### src/rtl/cpu_pkg.sv
// Shared types and constants for the instruction-fetch front end.
package cpu_pkg;

  // ADDI x0, x0, 0: presented on decode whenever IF/ID holds a bubble.
  localparam logic [31:0] NOP_INSTR = 32'h0000_0013;

  // Fetch control states.
  typedef enum logic [1:0] {
    IDLE  = 2'd0,
    REQ   = 2'd1,
    WAIT  = 2'd2,
    DRAIN = 2'd3
  } fetch_state_t;

  // Contents of the IF/ID pipeline register (and of the skid entry).
  typedef struct packed {
    logic        valid;
    logic [31:0] pc;
    logic [31:0] instr;
  } if_id_t;

  // The empty IF/ID value; the PC field is supplied by the caller because it is held.
  function automatic if_id_t make_bubble(input logic [31:0] pc);
    if_id_t b;
    b.valid = 1'b0;
    b.pc    = pc;
    b.instr = NOP_INSTR;
    return b;
  endfunction

endpackage

### src/rtl/fetch_skid_buffer.sv
// One-entry holding register for a fetch response that arrives while decode is stalled.
module fetch_skid_buffer
  import cpu_pkg::*;
(
  input  logic   clk,
  input  logic   rst,
  input  logic   push,
  input  logic   pop,
  input  logic   clear,
  input  if_id_t din,
  output if_id_t dout,
  output logic   full
);

  if_id_t entry;
  logic   occupied;

  // Capture on push, release on pop; clear (redirect) dominates both.
  always_ff @(posedge clk) begin
    if (rst) begin
      occupied <= 1'b0;
      entry    <= make_bubble(32'h0000_0000);
    end else if (clear) begin
      occupied <= 1'b0;
      entry    <= make_bubble(32'h0000_0000);
    end else if (push) begin
      occupied <= 1'b1;
      entry    <= din;
    end else if (pop) begin
      occupied <= 1'b0;
      entry    <= entry;
    end else begin
      occupied <= occupied;
      entry    <= entry;
    end
  end

  assign dout = entry;
  assign full = occupied;

endmodule

### src/rtl/fetch_stage.sv
// Instruction fetch stage: PC, single-outstanding imem request FSM, IF/ID register.
module fetch_stage
  import cpu_pkg::*;
#(
  parameter logic [31:0] RESET_PC = 32'h0000_0000
) (
  input  logic        clk,
  input  logic        rst,
  input  logic        stall,
  input  logic        redirect_valid,
  input  logic [31:0] redirect_pc,
  output logic        imem_req,
  output logic [31:0] imem_addr,
  input  logic        imem_gnt,
  input  logic        imem_rvalid,
  input  logic [31:0] imem_rdata,
  output logic        decode_valid,
  output logic [31:0] decode_pc,
  output logic [31:0] decode_instr
);

  fetch_state_t state;
  fetch_state_t state_next;
  logic [31:0]  pc;
  logic [31:0]  req_addr;   // address of the request currently in flight
  if_id_t       if_id;
  if_id_t       if_id_next;
  if_id_t       skid_dout;
  logic         skid_full;
  logic         skid_push;
  logic         skid_pop;
  logic         req_fire;
  logic         accept;     // response that belongs to a live request

  assign req_fire = imem_req & imem_gnt;
  assign accept   = (state == WAIT) & imem_rvalid & ~redirect_valid;

  // Next state and request generation; a response in WAIT may reissue in the same cycle.
  always_comb begin
    state_next = state;
    imem_req   = 1'b0;
    case (state)
      IDLE: begin
        state_next = REQ;
      end
      REQ: begin
        imem_req = ~skid_full;
        if (redirect_valid) begin
          state_next = (imem_req & imem_gnt) ? DRAIN : REQ;
        end else if (imem_req & imem_gnt) begin
          state_next = WAIT;
        end else begin
          state_next = REQ;
        end
      end
      WAIT: begin
        if (redirect_valid) begin
          // A response landing with the redirect closes the outstanding request itself.
          state_next = imem_rvalid ? REQ : DRAIN;
        end else if (imem_rvalid) begin
          imem_req   = ~stall & ~skid_full;
          state_next = (imem_req & imem_gnt) ? WAIT : REQ;
        end else begin
          state_next = WAIT;
        end
      end
      DRAIN: begin
        state_next = imem_rvalid ? REQ : DRAIN;
      end
      default: begin
        state_next = IDLE;
      end
    endcase
  end

  // FSM state register.
  always_ff @(posedge clk) begin
    if (rst) begin
      state <= IDLE;
    end else begin
      state <= state_next;
    end
  end

  // PC advances on each grant; a redirect overrides with a word-aligned target.
  always_ff @(posedge clk) begin
    if (rst) begin
      pc       <= RESET_PC;
      req_addr <= RESET_PC;
    end else begin
      if (redirect_valid) begin
        pc <= {redirect_pc[31:2], 2'b00};
      end else if (req_fire) begin
        pc <= pc + 32'd4;
      end else begin
        pc <= pc;
      end
      if (req_fire) begin
        req_addr <= pc;
      end else begin
        req_addr <= req_addr;
      end
    end
  end

  assign imem_addr = pc;

  // Skid control: park a stalled response, release it when stall drops.
  assign skid_push = accept & stall;
  assign skid_pop  = ~redirect_valid & ~accept & ~stall & skid_full;

  // IF/ID next value: redirect bubble, fresh response, skid entry, hold, or bubble.
  always_comb begin
    if_id_next = if_id;
    if (redirect_valid) begin
      if_id_next = make_bubble(if_id.pc);
    end else if (accept && !stall) begin
      if_id_next.valid = 1'b1;
      if_id_next.pc    = req_addr;
      if_id_next.instr = imem_rdata;
    end else if (skid_pop) begin
      if_id_next = skid_dout;
    end else if (stall) begin
      if_id_next = if_id;
    end else begin
      if_id_next = make_bubble(if_id.pc);
    end
  end

  // IF/ID pipeline register.
  always_ff @(posedge clk) begin
    if (rst) begin
      if_id <= make_bubble(32'h0000_0000);
    end else begin
      if_id <= if_id_next;
    end
  end

  fetch_skid_buffer u_skid (
    .clk   (clk),
    .rst   (rst),
    .push  (skid_push),
    .pop   (skid_pop),
    .clear (redirect_valid),
    .din   ({1'b1, req_addr, imem_rdata}),
    .dout  (skid_dout),
    .full  (skid_full)
  );

  assign decode_valid = if_id.valid;
  assign decode_pc    = if_id.pc;
  assign decode_instr = if_id.instr;

endmodule

### config.mk
export PLATFORM = sky130hd
export DESIGN_NAME = fetch_stage
export DESIGN_NICKNAME = d
export VERILOG_FILES = /design/src/rtl/cpu_pkg.sv /design/src/rtl/fetch_skid_buffer.sv /design/src/rtl/fetch_stage.sv
export SDC_FILE = /design/constraint.sdc
export NUM_CORES = 1
export LEC_CHECK = 0
export ABC_AREA = 1
export CAP_MARGIN = 20
export CORE_ASPECT_RATIO = 0.8
export CORE_MARGIN = 1
export CORE_UTILIZATION = 51
export CTS_CLUSTER_DIAMETER = 150
export DETAILED_ROUTE_END_ITERATION = 10
export GPL_TIMING_DRIVEN = 0
export PLACE_DENSITY = 0.8
export SLEW_MARGIN = 20
export SYNTH_ARGS = -nofsm -noshare
export SYNTH_HDL_FRONTEND = slang
export SYNTH_SLANG_ARGS = --single-unit
export TNS_END_PERCENT = 20
### constraint.sdc
create_clock -name clk -period 2.1 [get_ports clk]
set_input_delay 0.63 -clock clk [delete_from_list [all_inputs] [get_ports clk]]
set_output_delay 0.63 -clock clk [all_outputs]
set_load 0.01 [all_outputs]
======== After elaboration in Yosys (flattened, before gate mapping) ========
Cells that the tools add are included.
operators by class
  equal/unequal tests ..................... 4
  $add $sub $neg .......................... 1
  reductions and logical operators ........ 8
  multiplexer cells ....................... 18
  bitwise logic cells ..................... 14
operators with widths
  operator                                                                  count
  65-bit 2-to-1 mux                                                         3
  32-bit 2-to-1 mux                                                         2
  32-bit by 3-bit adder with 32-bit output (second input constant)          1
  2-bit 2-to-1 mux                                                          7
  1-bit AND                                                                 10
  2-bit one-hot mux with 4 select lines                                     1
  2-bit nonzero test                                                        3
  2-bit == test (second input constant)                                     2
  1-bit 2-to-1 mux                                                          4
  1-bit inverter                                                            4
  3-bit by 1-bit inequality test with 1-bit output (second input constant)  1
  2-bit by 1-bit == test with 1-bit output (second input constant)          1
  2-bit logical NOT                                                         1
  1-bit one-hot mux with 2 select lines                                     1
  2-bit AND reduction                                                       1
  2-bit OR reduction                                                        1
  1-bit logical AND                                                         1
  1-bit logical NOT                                                         1
word-level totals
  input port bits ......................... 70
  output and inout port bits .............. 98
  logic and storage cells ................. 56
  register bits after elaboration ......... 197

======== Longest topological paths before layout ========
  word-level depth ........................ 9
  depth in mapped cells ................... 14
  depth with buffers taken out ............ 13

======== Modules after synthesis ========
From an unflattened synthesis, not the netlist that was laid out.
unflattened totals
  cell total of the unflattened synthesis .. 1,231
  area total of the unflattened synthesis .. 8,620.8 µm²
by module, submodules not included
  module             cells an instance  times used  sequential area each (µm²)  area each (µm²)
  fetch_stage        942                1           2,542.4                     6,311.1
  fetch_skid_buffer  289                1           1,321.3                     2,309.7

======== Worst setup path before layout ========
OpenSTA, ideal clock, no wires.
  path type ............................... input-to-output
  start ................................... in redirect_valid
  end ..................................... out imem_req
  buffers on the path ..................... 1
  arrival time ............................ 1.251 ns
  cell stages on the path ................. 6
  required time ........................... 1.470 ns
  path slack .............................. 0.219 ns
  cell sequence ........................... buf_6 -> nor2_8 -> nand2_4 -> nand2_2 -> nand2_1 -> nor2_1
on the way
  word-level cells in the longest chain between the ends .. 2
RTL lines
  element                                line               text
  from (decl)                            fetch_stage.sv:10  input logic redirect_valid,
  1-bit 2-to-1 mux                       fetch_stage.sv:57  if (redirect_valid) begin
  1-bit one-hot mux with 2 select lines  fetch_stage.sv:42  case (state)
  to (decl)                              fetch_stage.sv:12  output logic imem_req,
Every way passes these cells.

======== Worst setup path after layout ========
  start ................................... reg state[0]
  end ..................................... out imem_req
on the way
  word-level cells in the longest chain between the ends .. 2
  elaborated cells on any way between the ends .. 3
  those cells by class .................... eq/ne: 2; mux: 1
RTL lines
  element                                                                    line               text
  from (decl)                                                                fetch_stage.sv:22  fetch_state_t state;
  from (signal assigned)                                                     fetch_stage.sv:81  state <= state_next;
  2-bit == test or 2-bit by 1-bit == test with 1-bit output (tied branches)  fetch_stage.sv:42
  1-bit one-hot mux with 2 select lines *                                    fetch_stage.sv:42
Every way passes the cells marked *; elsewhere a longest branch is shown, timed or not.

==> metrics.cfg <==
[timing]
finalClockSkew_ns=0.0116
whs_ns=0.468
max_freq_mhz=466
finalHoldViolCount=0
finalMaxSlewViolations=0
finalCriticalPeriod_ns=2.15
setup_viol=1
slew_headroom=0.539
worst_pin_slew_ns=0.691
rsz0062_at_grt=true
finalCritPeriodShare=1.02
setup_ws_ns=-0.0453

[layout]
nets=1385
syn_to_final_growth_pct=31.7
nFillCells=1262
postLayoutCellArea_um2=10600
drive_gt1_frac=0.0899
n_antenna_cell=0

[setup_path]
r2r-end=req_addr[16]$_SDFFE_PP0P_
required_ns=1.47
cp-endpoint=imem_req
startpoint=state[0]$_SDFF_PP0_
r2r_start=state[0]$_SDFF_PP0_
cp-start-kind=flop
cp_slowest_stage_delay_ns=0.34
slowest_stage=dfxtp_2
arrival_ns=1.52
reg2regPathDepth=12
critPathKind=reg -> out
critPathMostFrequentCell=nand2_4
critPathMaxFanout=2
path_cells=inv_4 -> ha_4 -> nand2_4 -> inv_2 -> nand2_4 -> nand2_4 -> nand2_4 -> nor2_4 -> buf_6
reg2reg_slack_ns=0.10
end_kind=output pin

[floorplanning]
io_pins=168
dieHeight_um=114
die_x_um=142
rows=40
die_area_um2=16300
coreArea_um2=15200
start_util=0.528

[global_route]
grt_max_degree=19
antenna_found_initial=0
grt_usage=0.297
grt_pass1_vias=7523
grt_first_pass_wirelength_mm=37.5
gr-total-overflow=0

[synth]
netlist_instances=1124
synth_area_um2=8040
async_flop_share=0
synth_area_per_cell_um2=7.15
synth_most_common_cell=nand2_1
ys_seq_elements=189
yosysWarnings=0
synth_seq_area_share=0.471
synth_top_area_frac=0.471
netlist_top_cells_count=nand2_1, dfxtp_1, nor2_1
synth_top_area_cell=dfxtp_1
synth_area_leaders=dfxtp_1, nand2_1, a21oi_1, o21ai_0, a31oi_1
yosysUniqueCellTypes=31
synth-edff-count=0
synth_ff_type=dfxtp_1

[min_path]
whs_path_depth=2
hp-class=reg -> reg

[route]
viasPerCell=5.33
antenna_left=0
routed_wl_mm=23.8
routedWlPerCell_um=15.5
dr_total_vias=8169
first_pass_iters=5
route.detailed.drc=0
drtIter0Drc=824

[clock_network]
cts_made_buffers=17
clk_pin_slew_worst_paths_ns=0.07
cts_root_buf=clkbuf_16
cts_tree=yes
cts_buffer_depth=2
h-tree-depth=4
numClockSinks=189
clock_latency_ns=0.44
hold_buffers=0

[outcome]
violations=setup timing
status=finished, violations left

[power]
power_leakage_uw=0.00392
power_uw=7550
peakVddDrop_uv=634
p_per_area_nw_per_um2=713

[flow_run]
cap_violations=0

[placed_design]
pre_cts_slack_ns=-0.811
io_buffers=158
gp_congestion=0.912
place_hpwl_mm=16.7
placed_area_um2=9890

## layout by cell type, fill, tap and decap left out, drive strengths merged, types with 2 or more instances in the layout
cell type / instances
clkinv: 4
inv: 107
o221ai: 3
clkbuf: 55
nand4: 2
a31oi: 64
ha: 5
nor2: 99
nand2: 346
clkdlybuf4s50: 156
dfxtp: 189
o21ai: 93
xor2: 12
nand3: 46
conb: 4
a21oi: 92
buf: 39
## report_power, final
part           total (uW)  switching (uW)  internal [uW]
clock                3100            1530           1570
sequential           3760            89.7           3670
combinational         686             370            316
total                7550            1990           5550
## per-stage QoR
step | setup TNS [ns] | cells | utilization
after floorplan | 0 | 1127 | -
after global placement | -45.69 | 1495 | 0.650
after detailed placement | -51.79 | 1495 | 0.650
after CTS | -0.0356 | 1532 | 0.693
after global routing | -0.115 | 1533 | 0.696
final | -0.0453 | 1533 | 0.696
## registers in the layout, indices dropped and copies added, names as in the netlist
signal / cells
u_skid.dout: 63
decode_instr: 32
decode_pc: 30
imem_addr: 30
req_addr: 30
state: 2
decode_valid: 1
u_skid.full: 1
## per-layer routing
layer,up-vias,routed length [um],GRT usage
li1,3996,-,-
met1,3752,10500,0.403
met2,383,10700,0.476
met3,38,2160,0.0594
met4,0,408,0.0882
met5,-,0,0
## worst min-delay path by stage
| stage | startpoint | to | slack, ns |
|---|---|---|---|
| after CTS | u_skid.dout[4]$_SDFFE_PP1P_ | u_skid.dout[4]$_SDFFE_PP1P_ | 0.47 |
| after detailed placement | u_skid.dout[4]$_SDFFE_PP1P_ | u_skid.dout[4]$_SDFFE_PP1P_ | 0.45 |
| after global placement | u_skid.dout[4]$_SDFFE_PP1P_ | u_skid.dout[4]$_SDFFE_PP1P_ | 0.44 |
| final | req_addr[28]$_SDFFE_PP0P_ | req_addr[28]$_SDFFE_PP0P_ | 0.47 |
| after global routing | u_skid.dout[23]$_SDFFE_PP0P_ | u_skid.dout[23]$_SDFFE_PP0P_ | 0.48 |
| after floorplan | u_skid.dout[4]$_SDFFE_PP1P_ | u_skid.dout[4]$_SDFFE_PP1P_ | 0.43 |
## layout make-up
class                           instances  area, um^2  area share
Buffer                                 69         343      0.0324
Clock buffer                           18         429      0.0405
Clock inverter                         14         128      0.0121
Inverter                               98         370      0.0350
Multi-Input combinational cell        771        3610       0.341
Sequential cell                       189        3810       0.360
Tap cell                              210         263      0.0248
Timing Repair Buffer                  164        1630       0.154
## worst max-delay path, delay by kind of cell (launching register included)
| kind | cells | cell delay, ns |
|---|---|---|
| buf+inv | 3 | 0.25 |
| simple gates | 5 | 0.35 |
| flops | 1 | 0.34 |
| fa+ha+maj | 1 | 0.15 |
## cells by family (layout without fill, tap and decap cells)
family          Yosys count  in the layout  share of synthesized area
compound gates          254            254                      0.170
fa+ha+maj                 5              5                    0.00778
other cells               1              4                   0.000467
buf+inv                 167            363                     0.0884
flops                   189            189                      0.471
simple gates            495            495                      0.248
xor+xnor                 13             13                     0.0142
## timing repair
action	4_1_cts	5_1_grt
setup endpoints to repair	16	27
gates resized for setup	35	13
buffers inserted	5	1
pin swaps	2	3
(Power assumes the default switching activity.)
